**config.mk**
```make
export PLATFORM = sky130hd
export DESIGN_NAME = mdio_phy_responder
export DESIGN_NICKNAME = d
export VERILOG_FILES = /design/src/rtl/mdio_pkg.sv /design/src/rtl/mdc_edge_sync.sv /design/src/rtl/mdio_phy_responder.sv
export SDC_FILE = /design/constraint.sdc
export NUM_CORES = 1
export LEC_CHECK = 0
export ABC_AREA = 1
export BUFFER_PORTS_ARGS = -buffer_cell sky130_fd_sc_hd__buf_4
export CAP_MARGIN = 20
export CELL_PAD_IN_SITES_DETAIL_PLACEMENT = 0
export CELL_PAD_IN_SITES_GLOBAL_PLACEMENT = 1
export CORE_AREA = 2 2 213 267
export DETAILED_ROUTE_END_ITERATION = 10
export DIE_AREA = 0 0 215 269
export PLACE_DENSITY = 0.94
export SLEW_MARGIN = 25
export SYNTH_ARGS = -nofsm -noshare
export SYNTH_HDL_FRONTEND = slang
export SYNTH_SLANG_ARGS = --single-unit
```
**constraint.sdc**
```tcl
create_clock -name AXI_Clk -period 3.64 [get_ports AXI_Clk]
set_clock_uncertainty 0.05 [all_clocks]
set_input_delay 0.728 -clock AXI_Clk [delete_from_list [all_inputs] [get_ports AXI_Clk]]
set_output_delay 0.728 -clock AXI_Clk [all_outputs]
set_load 0.05 [all_outputs]
```
**src/rtl/mdio_pkg.sv**
```systemverilog
// mdio_pkg: shared frame constants, register map and FSM states for the MDIO PHY responder
package mdio_pkg;

  typedef enum logic [3:0] {
    S_IDLE,
    S_ST,
    S_OP,
    S_PHYAD,
    S_REGAD,
    S_TA_RD,
    S_RD_DATA,
    S_TA_WR,
    S_WR_DATA,
    S_IGNORE
  } state_e;

  localparam logic [1:0] OP_READ    = 2'b10;
  localparam logic [1:0] OP_WRITE   = 2'b01;
  localparam logic [1:0] ST_PATTERN = 2'b01;
  localparam logic [1:0] TA_WRITE   = 2'b10;

  localparam logic [4:0] REG_CTRL = 5'd0;
  localparam logic [4:0] REG_STAT = 5'd1;
  localparam logic [4:0] REG_ID1  = 5'd2;
  localparam logic [4:0] REG_ID2  = 5'd3;

  localparam logic [15:0] REG_STAT_VAL = 16'h782D;

  // Bits left in a frame after REGAD: two turnaround bits plus sixteen data bits.
  localparam logic [4:0] TAIL_BITS = 5'd18;
  localparam logic [4:0] DATA_BITS = 5'd16;

endpackage

```
**src/rtl/mdc_edge_sync.sv**
```systemverilog
// mdc_edge_sync: brings MDC and MDIO into the system clock domain and flags each MDC rising edge
module mdc_edge_sync (
  input  logic clk_i,
  input  logic rst_ni,
  input  logic mdc_i,
  input  logic mdio_i,
  output logic mdc_rise_o,
  output logic mdio_smp_o
);

  logic [2:0] mdc_q;
  logic [1:0] mdio_q;

  // Two-stage synchronizers; the third MDC stage only serves edge detection.
  always_ff @(posedge clk_i or negedge rst_ni) begin
    if (!rst_ni) begin
      mdc_q  <= 3'b000;
      mdio_q <= 2'b11;
    end else begin
      mdc_q  <= {mdc_q[1:0], mdc_i};
      mdio_q <= {mdio_q[0], mdio_i};
    end
  end

  assign mdc_rise_o = mdc_q[1] & ~mdc_q[2];
  assign mdio_smp_o = mdio_q[1];

endmodule

```
**src/rtl/mdio_phy_responder.sv**
```systemverilog
// mdio_phy_responder: Clause-22 MDIO slave emulating a 32 x 16-bit PHY register file (optional MDIO_PREAMBLE_SUPPRESS_EN)
module mdio_phy_responder #(
  parameter logic [4:0]  PHY_ADDR     = 5'd1,
  parameter logic [15:0] PHY_ID1      = 16'h0007,
  parameter logic [15:0] PHY_ID2      = 16'hC0F1,
  parameter int          PREAMBLE_LEN = 32
) (
  input  logic        AXI_Clk,
  input  logic        AXI_Rstn,
  input  logic        MDC_In,
  input  logic        MDIO_I,
  output logic        MDIO_O,
  output logic        MDIO_T,
  output logic [15:0] Ctrl_Reg,
  output logic        Wr_Strb,
  output logic [4:0]  Wr_Addr,
  output logic        Frame_Err
);
  import mdio_pkg::*;

  localparam int PW = $clog2(PREAMBLE_LEN + 1);
  localparam logic [PW-1:0] PRE_FULL = PW'(PREAMBLE_LEN);
  localparam logic [PW-1:0] PRE_ONE  = PW'(1);
`ifdef MDIO_PREAMBLE_SUPPRESS_EN
  localparam logic [PW-1:0] PRE_MIN  = PRE_ONE;
  localparam logic [15:0]   STAT_VAL = REG_STAT_VAL | 16'h0040;
`else
  localparam logic [PW-1:0] PRE_MIN  = PRE_FULL;
  localparam logic [15:0]   STAT_VAL = REG_STAT_VAL;
`endif

  logic          rise, bit_in;
  state_e        state_q, state_d;
  logic [PW-1:0] pre_q, pre_d;
  logic [4:0]    cnt_q, cnt_d;
  logic [1:0]    op_q, op_d;
  logic [4:0]    phy_q, phy_d;
  logic [4:0]    reg_q, reg_d;
  logic [15:0]   sr_q, sr_d;
  logic          mdio_o_q, mdio_o_d;
  logic          mdio_t_q, mdio_t_d;
  logic          wr_strb_q, wr_strb_d;
  logic [4:0]    wr_addr_q, wr_addr_d;
  logic          frame_err_q, frame_err_d;
  logic          srst_q;
  logic [15:0]   regs_q [32];
  logic [4:0]    ra;
  logic [15:0]   rd_val;

  mdc_edge_sync u_sync (
    .clk_i      (AXI_Clk),
    .rst_ni     (AXI_Rstn),
    .mdc_i      (MDC_In),
    .mdio_i     (MDIO_I),
    .mdc_rise_o (rise),
    .mdio_smp_o (bit_in)
  );

  // Register address completes with the bit arriving on the last REGAD edge.
  assign ra = {reg_q[3:0], bit_in};

  // Read mux: ID and status registers are constants, everything else comes from the bank.
  always_comb begin
    rd_val = ra == REG_STAT ? STAT_VAL :
             ra == REG_ID1  ? PHY_ID1  :
             ra == REG_ID2  ? PHY_ID2  : regs_q[ra];
  end

  // Frame decoder: advances one bit per synchronized MDC rising edge.
  always_comb begin
    state_d     = state_q;
    pre_d       = pre_q;
    cnt_d       = cnt_q;
    op_d        = op_q;
    phy_d       = phy_q;
    reg_d       = reg_q;
    sr_d        = sr_q;
    mdio_o_d    = mdio_o_q;
    mdio_t_d    = mdio_t_q;
    wr_strb_d   = 1'b0;
    wr_addr_d   = wr_addr_q;
    frame_err_d = 1'b0;
    if (rise) begin
      case (state_q)
        S_IDLE: begin
          if (bit_in != ST_PATTERN[1]) begin
            pre_d = (pre_q == PRE_FULL) ? pre_q : pre_q + PRE_ONE;
          end else begin
            pre_d = '0;
            if (pre_q >= PRE_MIN) state_d = S_ST;
          end
        end
        S_ST: begin
          state_d = (bit_in == ST_PATTERN[0]) ? S_OP : S_IDLE;
          cnt_d   = '0;
        end
        S_OP: begin
          op_d  = {op_q[0], bit_in};
          cnt_d = cnt_q + 5'd1;
          if (cnt_q == 5'd1) begin
            state_d = S_PHYAD;
            cnt_d   = '0;
          end
        end
        S_PHYAD: begin
          phy_d = {phy_q[3:0], bit_in};
          cnt_d = cnt_q + 5'd1;
          if (cnt_q == 5'd4) begin
            state_d = S_REGAD;
            cnt_d   = '0;
          end
        end
        S_REGAD: begin
          reg_d = ra;
          cnt_d = cnt_q + 5'd1;
          if (cnt_q == 5'd4) begin
            cnt_d = '0;
            if (phy_q != PHY_ADDR) begin
              state_d = S_IGNORE;
              cnt_d   = TAIL_BITS;
            end else if (op_q == OP_READ) begin
              state_d = S_TA_RD;
              sr_d    = rd_val;
            end else if (op_q == OP_WRITE) begin
              state_d = S_TA_WR;
            end else begin
              frame_err_d = 1'b1;
              state_d     = S_IGNORE;
              cnt_d       = TAIL_BITS;
            end
          end
        end
        S_TA_RD: begin
          cnt_d = cnt_q + 5'd1;
          if (cnt_q == 5'd1) begin
            mdio_t_d = 1'b0;
            mdio_o_d = 1'b0;
            state_d  = S_RD_DATA;
            cnt_d    = '0;
          end
        end
        S_RD_DATA: begin
          if (cnt_q == DATA_BITS) begin
            mdio_t_d = 1'b1;
            mdio_o_d = 1'b1;
            state_d  = S_IDLE;
            cnt_d    = '0;
          end else begin
            mdio_o_d = sr_q[15];
            sr_d     = {sr_q[14:0], 1'b0};
            cnt_d    = cnt_q + 5'd1;
          end
        end
        S_TA_WR: begin
          sr_d  = {sr_q[14:0], bit_in};
          cnt_d = cnt_q + 5'd1;
          if (cnt_q == 5'd1) begin
            cnt_d = '0;
            if ({sr_q[0], bit_in} == TA_WRITE) begin
              state_d = S_WR_DATA;
            end else begin
              frame_err_d = 1'b1;
              state_d     = S_IGNORE;
              cnt_d       = DATA_BITS;
            end
          end
        end
        S_WR_DATA: begin
          sr_d  = {sr_q[14:0], bit_in};
          cnt_d = cnt_q + 5'd1;
          if (cnt_q == DATA_BITS - 5'd1) begin
            wr_strb_d = 1'b1;
            wr_addr_d = reg_q;
            state_d   = S_IDLE;
            cnt_d     = '0;
          end
        end
        S_IGNORE: begin
          cnt_d = cnt_q - 5'd1;
          if (cnt_q == 5'd1) begin
            state_d = S_IDLE;
            cnt_d   = '0;
          end
        end
        default: state_d = S_IDLE;
      endcase
    end
  end

  // Decoder state and pad/strobe outputs; reset releases the pad immediately.
  always_ff @(posedge AXI_Clk or negedge AXI_Rstn) begin
    if (!AXI_Rstn) begin
      state_q     <= S_IDLE;
      pre_q       <= '0;
      cnt_q       <= '0;
      op_q        <= '0;
      phy_q       <= '0;
      reg_q       <= '0;
      sr_q        <= '0;
      mdio_o_q    <= 1'b1;
      mdio_t_q    <= 1'b1;
      wr_strb_q   <= 1'b0;
      wr_addr_q   <= '0;
      frame_err_q <= 1'b0;
    end else begin
      state_q     <= state_d;
      pre_q       <= pre_d;
      cnt_q       <= cnt_d;
      op_q        <= op_d;
      phy_q       <= phy_d;
      reg_q       <= reg_d;
      sr_q        <= sr_d;
      mdio_o_q    <= mdio_o_d;
      mdio_t_q    <= mdio_t_d;
      wr_strb_q   <= wr_strb_d;
      wr_addr_q   <= wr_addr_d;
      frame_err_q <= frame_err_d;
    end
  end

  // Register bank: commits writes, then applies a pending soft reset one cycle later.
  always_ff @(posedge AXI_Clk or negedge AXI_Rstn) begin
    if (!AXI_Rstn) begin
      for (int i = 0; i < 32; i++) regs_q[i] <= '0;
      srst_q <= 1'b0;
    end else if (srst_q) begin
      for (int i = 0; i < 32; i++) regs_q[i] <= '0;
      srst_q <= 1'b0;
    end else if (wr_strb_d) begin
      if (reg_q == REG_CTRL || reg_q > REG_ID2) regs_q[reg_q] <= sr_d;
      srst_q <= (reg_q == REG_CTRL) && sr_d[15];
    end
  end

  assign MDIO_O    = mdio_o_q;
  assign MDIO_T    = mdio_t_q;
  assign Ctrl_Reg  = regs_q[0];
  assign Wr_Strb   = wr_strb_q;
  assign Wr_Addr   = wr_addr_q;
  assign Frame_Err = frame_err_q;

endmodule

```
# Yosys cells after proc, flatten, opt, wreduce, memory -nomap -nowiden

Cells that the tools add are included.
W data, S select, Z words.

Register bits after elaboration: 570
Word-level logic and storage cells: 178

Add/subtract/negate cells: 3
Magnitude comparators: 5
Equal/unequal tests: 32
Mux-type cells: 66
Bitwise operators: 4
Reduce and logical (&&, ||, !) cells: 21

Operators with widths:

| cell                 | number |
|---|---|
| $mux W512            | 3 |
| $bwmux W512          | 1 |
| $mux W16             | 11 |
| $bmux W16 S5         | 1 |
| $demux W16 S5        | 1 |
| $mux W5              | 11 |
| $mux W4              | 13 |
| $pmux W16 S3         | 1 |
| $pmux W4 S10         | 1 |
| $pmux W5 S8          | 1 |
| $ne A2 B2 Y1 const B | 11 |
| $ge A6 B6 Y1 const B | 3 |
| $eq A4 B3 Y1 const B | 4 |
| $mux W1              | 16 |
| $mux W6              | 2 |
| $not A5 Y6           | 2 |
| $reduce_and A11 Y1   | 1 |
| $eq A5 B1 Y1 const B | 2 |
| $eq A5 B2 Y1 const B | 2 |
| $reduce_and A2 Y1    | 5 |
| $reduce_and A3 Y1    | 3 |
| $eq A4 B2 Y1 const B | 2 |
| $eq A4 B4 Y1 const B | 2 |
| $reduce_bool A8 Y1   | 1 |
| other kinds (24)     | 31 |

# Longest topological paths before layout

Word-level depth: 16
Depth in mapped cells: 23
Mapped depth without buffers: 19

# By module

From an unflattened synthesis, not the netlist that was laid out.

Cell total of the unflattened synthesis: 3,965
Area total of the unflattened synthesis: 29,304.4 µm²

Modules (own cells, without submodules):

| module             | times used | cells an instance | area an instance (µm²) | seq. area each (µm²) |
|---|---|---|---|---|
| mdio_phy_responder | 1          | 3,958             | 29,166.7               | 14,066.0 |
| mdc_edge_sync      | 1          | 7                 | 137.6                  | 127.6 |

# Least setup slack after synthesis

Ideal clock, no wire load.

Path type: register to register
From: register cnt_q[0]
To: register regs_q[312] in the netlist's numbering
Library setup time: 0.118 ns
Arrival: 2.248 ns
Data required time: 3.472 ns
Slack: 1.224 ns
Stages on the path, launching flop included: 16
Path buffers: 2
Cells stage by stage: dfrtp_1 ha_1 nand3_1 inv_1 ha_1 inv_1 nor3_4 inv_2 nor2_2 nand2_2 buf_6 nor2_1 nor2_1 clkbuf_1 nand2_1 nand2_1

RTL lines:

| item                           | line                      | source |
|---|---|---|
| start: declaration             | mdio_phy_responder.sv:35  | `logic [4:0] cnt_q, cnt_d;` |
| start signal: assignment       | mdio_phy_responder.sv:208 | `cnt_q <= cnt_d;` |
| $eq A5 B4 Y1                   | mdio_phy_responder.sv:171 | `if (cnt_q == DATA_BITS - 5'd1) begin` |
| $mux W1                        | mdio_phy_responder.sv:171 |  |
| $mux W1                        | mdio_phy_responder.sv:84  | `case (state_q)` |
| $mux W1                        | mdio_phy_responder.sv:83  | `if (rise) begin` |
| net wr_strb_d                  | mdio_phy_responder.sv:42  | `logic wr_strb_q, wr_strb_d;` |
| $reduce_bool A2 Y1 (no line)   | --                        |  |
| $reduce_and A2 Y1 (no line)    | --                        |  |
| end signal: indexed assignment | mdio_phy_responder.sv:230 | `if (reg_q == REG_CTRL \|\| reg_q > REG_ID2) regs_q[reg_q] <= sr_d;` |
| end: declaration               | mdio_phy_responder.sv:46  | `logic [15:0] regs_q [32];` |

The timed path passes the listed nets, and every way through them passes these cells. The select of a mux whose other input is x is not followed.
A chain may end at the register's enable or synchronous reset.

# Worst setup path after layout

From: register reg_q[0]
To: register regs_q[106] in the netlist's numbering

Longest elaborated chain between the ends: 16

RTL lines:

| item                                         | line                      | source |
|---|---|---|
| start: declaration                           | mdio_phy_responder.sv:38  | `logic [4:0] reg_q, reg_d;` |
| start signal: assignment                     | mdio_phy_responder.sv:211 | `reg_q <= reg_d;` |
| $not A5 Y6 (implied by the code)             | mdio_phy_responder.sv:66  | `ra == REG_ID2 ? PHY_ID2 : regs_q[ra];` |
| $bmux W16 S5                                 | mdio_phy_responder.sv:66  |  |
| $mux W16 (implied by the code) (2 in series) | mdio_phy_responder.sv:66  |  |
| $mux W16                                     | mdio_phy_responder.sv:66  |  |
| $mux W16                                     | mdio_phy_responder.sv:65  | `ra == REG_ID1 ? PHY_ID1 :` |
| $mux W16                                     | mdio_phy_responder.sv:64  | `rd_val = ra == REG_STAT ? STAT_VAL :` |
| $mux W16                                     | mdio_phy_responder.sv:121 | `end else if (op_q == OP_READ) begin` |
| $mux W16                                     | mdio_phy_responder.sv:118 | `if (phy_q != PHY_ADDR) begin` |
| $mux W16                                     | mdio_phy_responder.sv:116 | `if (cnt_q == 5'd4) begin` |
| $pmux W16 S3                                 | mdio_phy_responder.sv:84  |  |
| $mux W16                                     | mdio_phy_responder.sv:83  |  |
| $bwmux W512                                  | mdio_phy_responder.sv:230 |  |
| $mux W512                                    | mdio_phy_responder.sv:230 |  |
| $mux W512                                    | mdio_phy_responder.sv:229 | `end else if (wr_strb_d) begin` |
| $mux W512                                    | mdio_phy_responder.sv:226 | `end else if (srst_q) begin` |

Parallel ways exist; a longest one is shown, timed or not. The select of a mux whose other input is x is not followed.

==> impl_metrics.py <==
metrics = {
    "yosys": {
        "netlist_area_sq_um": 28000,
        "ys_seq_area_frac": 0.508,
        "yosys.cell_types.count": 46,
        "ys_warn_count": 0,
        "syn_nets": 3673,
        "synth-seq-cells": 567,
        "synth.avg_cell_area_sq_um": 7.64,
        "synth_ff_type": "dfrtp_1",
        "synthArstFlopShare": 1.00,
        "synth_edf_count": 0,
        "postSynthCellCount": 3659,
    },
    "grt": {
        "grt_usage": 0.345,
        "grt_overflow_total": 0,
        "grt_pass1_vias": 25000,
        "grt_max_degree": 90,
        "grt_pass1_wl_mm": 152,
        "antenna_found_initial": 2,
    },
    "worst_setup_path": {
        "cp-end-kind": "register",
        "critPathKind": "register to register",
        "critPathMostFrequentCell": "nand2_1",
        "worstPathArrival_ps": 4060,
        "startpoint_type": "register",
        "critPathMaxStageDelay_ps": 500,
        "crit_path_cell_trace": "buf_12, nor2_1, inv_1, nor2_1, o21ai_1, nand3_1, o21ai_0, buf_4, nand2_1, nand2_1, nand2_1, nand2_1, nand2_1, nand2_1, nand2_1, buf_4, nand3_1, nand2_1",
        "critical-path-slowest-cell": "dfrtp_2",
        "worstPathRequired_ps": 4130,
        "cp_max_fo": 28,
    },
    "placed_design": {
        "globalplace.congestion": 0.996,
        "dp_hpwl_mm": 64.9,
        "place_area_sq_um": 29400,
        "preCtsSetupSlack_ps": 236,
        "portBuffers": 28,
        "dp_cells": 4345,
    },
    "drt": {
        "wl_mm": 100,
        "via_count": 26200,
        "drtIter0Drc": 3229,
        "drtPass1Iterations": 5,
        "drc_errors": 0,
        "antenna_left": 0,
        "avgRoutedWirePerCell_um": 22.6,
        "viasPerCell": 5.90,
    },
    "sta": {
        "setup_tns_ps": 0,
        "finalHoldViolations": 0,
        "hold_slack_ps": 91.7,
        "drv_slew": 0,
        "setup_violations": 0,
        "rsz0062_at_grt": "no",
        "max-slew-margin-rel": 0.317,
        "period_needed_ps": 3570,
        "finalWorstSetupSlack_ps": 71.5,
        "fmax_mhz": 280,
        "tightest_slew_ps": 1020,
        "period_share": 0.980,
    },
    "clock_network": {
        "cts_tree": "built",
        "clock_path_buffers": 3,
        "clockRootBuffer": "clkbuf_16",
        "cts_resized": 0,
        "postCtsSetupBuffers": 0,
        "numCtsBuffers": 55,
        "holdBufCountCts": 0,
        "ctsHtreeMaxLevel": 2,
        "clock_latency_ps": 620,
        "path_clk_slew_ps": 60,
        "clkSinkCount": 567,
    },
    "cells_and_area": {
        "drive_gt1_frac": 0.0943,
        "syn_to_final_growth_pct": 11.5,
        "final_net_count": 3674,
        "design_area_sq_um": 31200,
        "final_core_util": 0.561,
        "antennaDiodeCount": 0,
        "stdcell_count": 4443,
    },
    "min_path": {
        "hold_path_class": "primary input to async pin",
    },
    "pwr": {
        "power.density_nw_per_um2": 396,
        "power_mw": 12.4,
        "p_leak_nw": 16.2,
        "irDropWorstVdd_uv": 296,
    },
    "floorplanning": {
        "die_y_um": 269,
        "die-area_sq_um": 57800,
        "core_area_sq_um": 55600,
        "ios": 29,
        "die_x_um": 215,
        "start_util": 0.503,
        "core.rowCount": 97,
    },
    "flow_run": {
        "drv_cap": 0,
    },
    "status": {
        "status": "finished, final reports clean",
    },
}
## synth_stat cells (all sizes together), types with 2 or more instances
master | n | share of area
a211oi | 2 | 0.00054
a21boi | 12 | 0.0032
a21oi | 66 | 0.012
a221oi | 13 | 0.0041
a22o | 6 | 0.0019
a22oi | 61 | 0.016
a31oi | 6 | 0.0013
buf | 164 | 0.034
clkbuf | 99 | 0.013
clkinv | 4 | 0.00054
dfrtp | 563 | 0.50
dfstp | 4 | 0.0038
ha | 10 | 0.0045
inv | 141 | 0.019
nand2 | 1610 | 0.22
nand3 | 446 | 0.080
nand3b | 3 | 0.00081
nand4 | 46 | 0.011
nor2 | 229 | 0.032
nor3 | 51 | 0.017
o211ai | 6 | 0.0016
o21ai | 86 | 0.015
o221ai | 2 | 0.00063
o22ai | 13 | 0.0029
or2 | 6 | 0.0013
xnor2 | 2 | 0.00063
xor2 | 3 | 0.00094
## logic make-up (layout without fill, tap and decap cells)
kind of cell,after synthesis,after routing,share of synthesized area
mux,1,1,0.000403
xor+xnor,5,5,0.00157
fa+ha+maj,10,10,0.00447
compound gates,275,275,0.0604
simple gates,2393,2393,0.359
buf+inv,408,450,0.0671
flops,567,567,0.508
## final timing paths
kind / from / endpoint / slack [ps] / depth (start not counted)
setup / recovery: reg_q[0] / regs_q[106] / 70 / 18
hold / removal: AXI_Rstn / regs_q[403] / 90 / 1
setup reg to reg: reg_q[0] / regs_q[106] / 70 / 18
hold reg to reg: u_sync.mdc_q[0] / u_sync.mdc_q[1] / 310 / 0
max in group asynchronous: AXI_Rstn / u_sync.mdio_q[1] / 2480 / 2
min in group AXI_Clk: MDC_In / u_sync.mdc_q[0] / 170 / 1
## report_power, final
group | internal, mW | leakage [nW] | switching [mW]
Clock | 3.25 | 0.865 | 2.48
Combinational | 0.0626 | 7.46 | 0.247
Sequential | 6.31 | 7.90 | 0.00685
Total | 9.62 | 16.2 | 2.74
## worst max-delay path, delay by kind of cell, from the launching register on
kind / cells / cell delay, ps
compound gates: 2 / 250
buf+inv: 4 / 1160
flops: 1 / 500
simple gates: 12 / 1490
## placed cells by master, fill, tap and decap left out, types with 13 or more instances in the layout
cell / n
clkbuf_1: 19
a22oi_1: 61
clkbuf_16: 55
buf_12: 22
nor2_1: 218
dfrtp_1: 561
a21oi_1: 66
a221oi_1: 13
nand2_1: 1607
nand3_1: 444
buf_4: 184
nand4_1: 45
nor3_1: 22
o21ai_0: 78
o22ai_1: 13
nor3_2: 19
inv_1: 136
## area by class of cell
type	count	area (sq um)
fill	5134	24400
sequential	567	14200
multi-input combinational	2684	11900
timing repair buffer	207	1840
clock buffer	83	1570
tap	742	928
inverter	145	546
clock inverter	15	183
## flip-flops by register name (all words and copies together) (netlist names), 2 cells and up
signal / flops
Ctrl_Reg: 16
Wr_Addr: 5
cnt_q: 5
op_q: 2
phy_q: 5
pre_q: 6
reg_q: 5
regs_q: 493
sr_q: 16
state_q: 4
u_sync.mdc_q: 3
u_sync.mdio_q: 2
## layer usage
| metal | share of wire | global-route usage |
|---|---|---|
| met5 | 0.00025 | 0 |
| met4 | 0.075 | 0.232 |
| met3 | 0.11 | 0.0742 |
| met2 | 0.45 | 0.544 |
| met1 | 0.37 | 0.431 |
(Power assumes the default switching activity.)
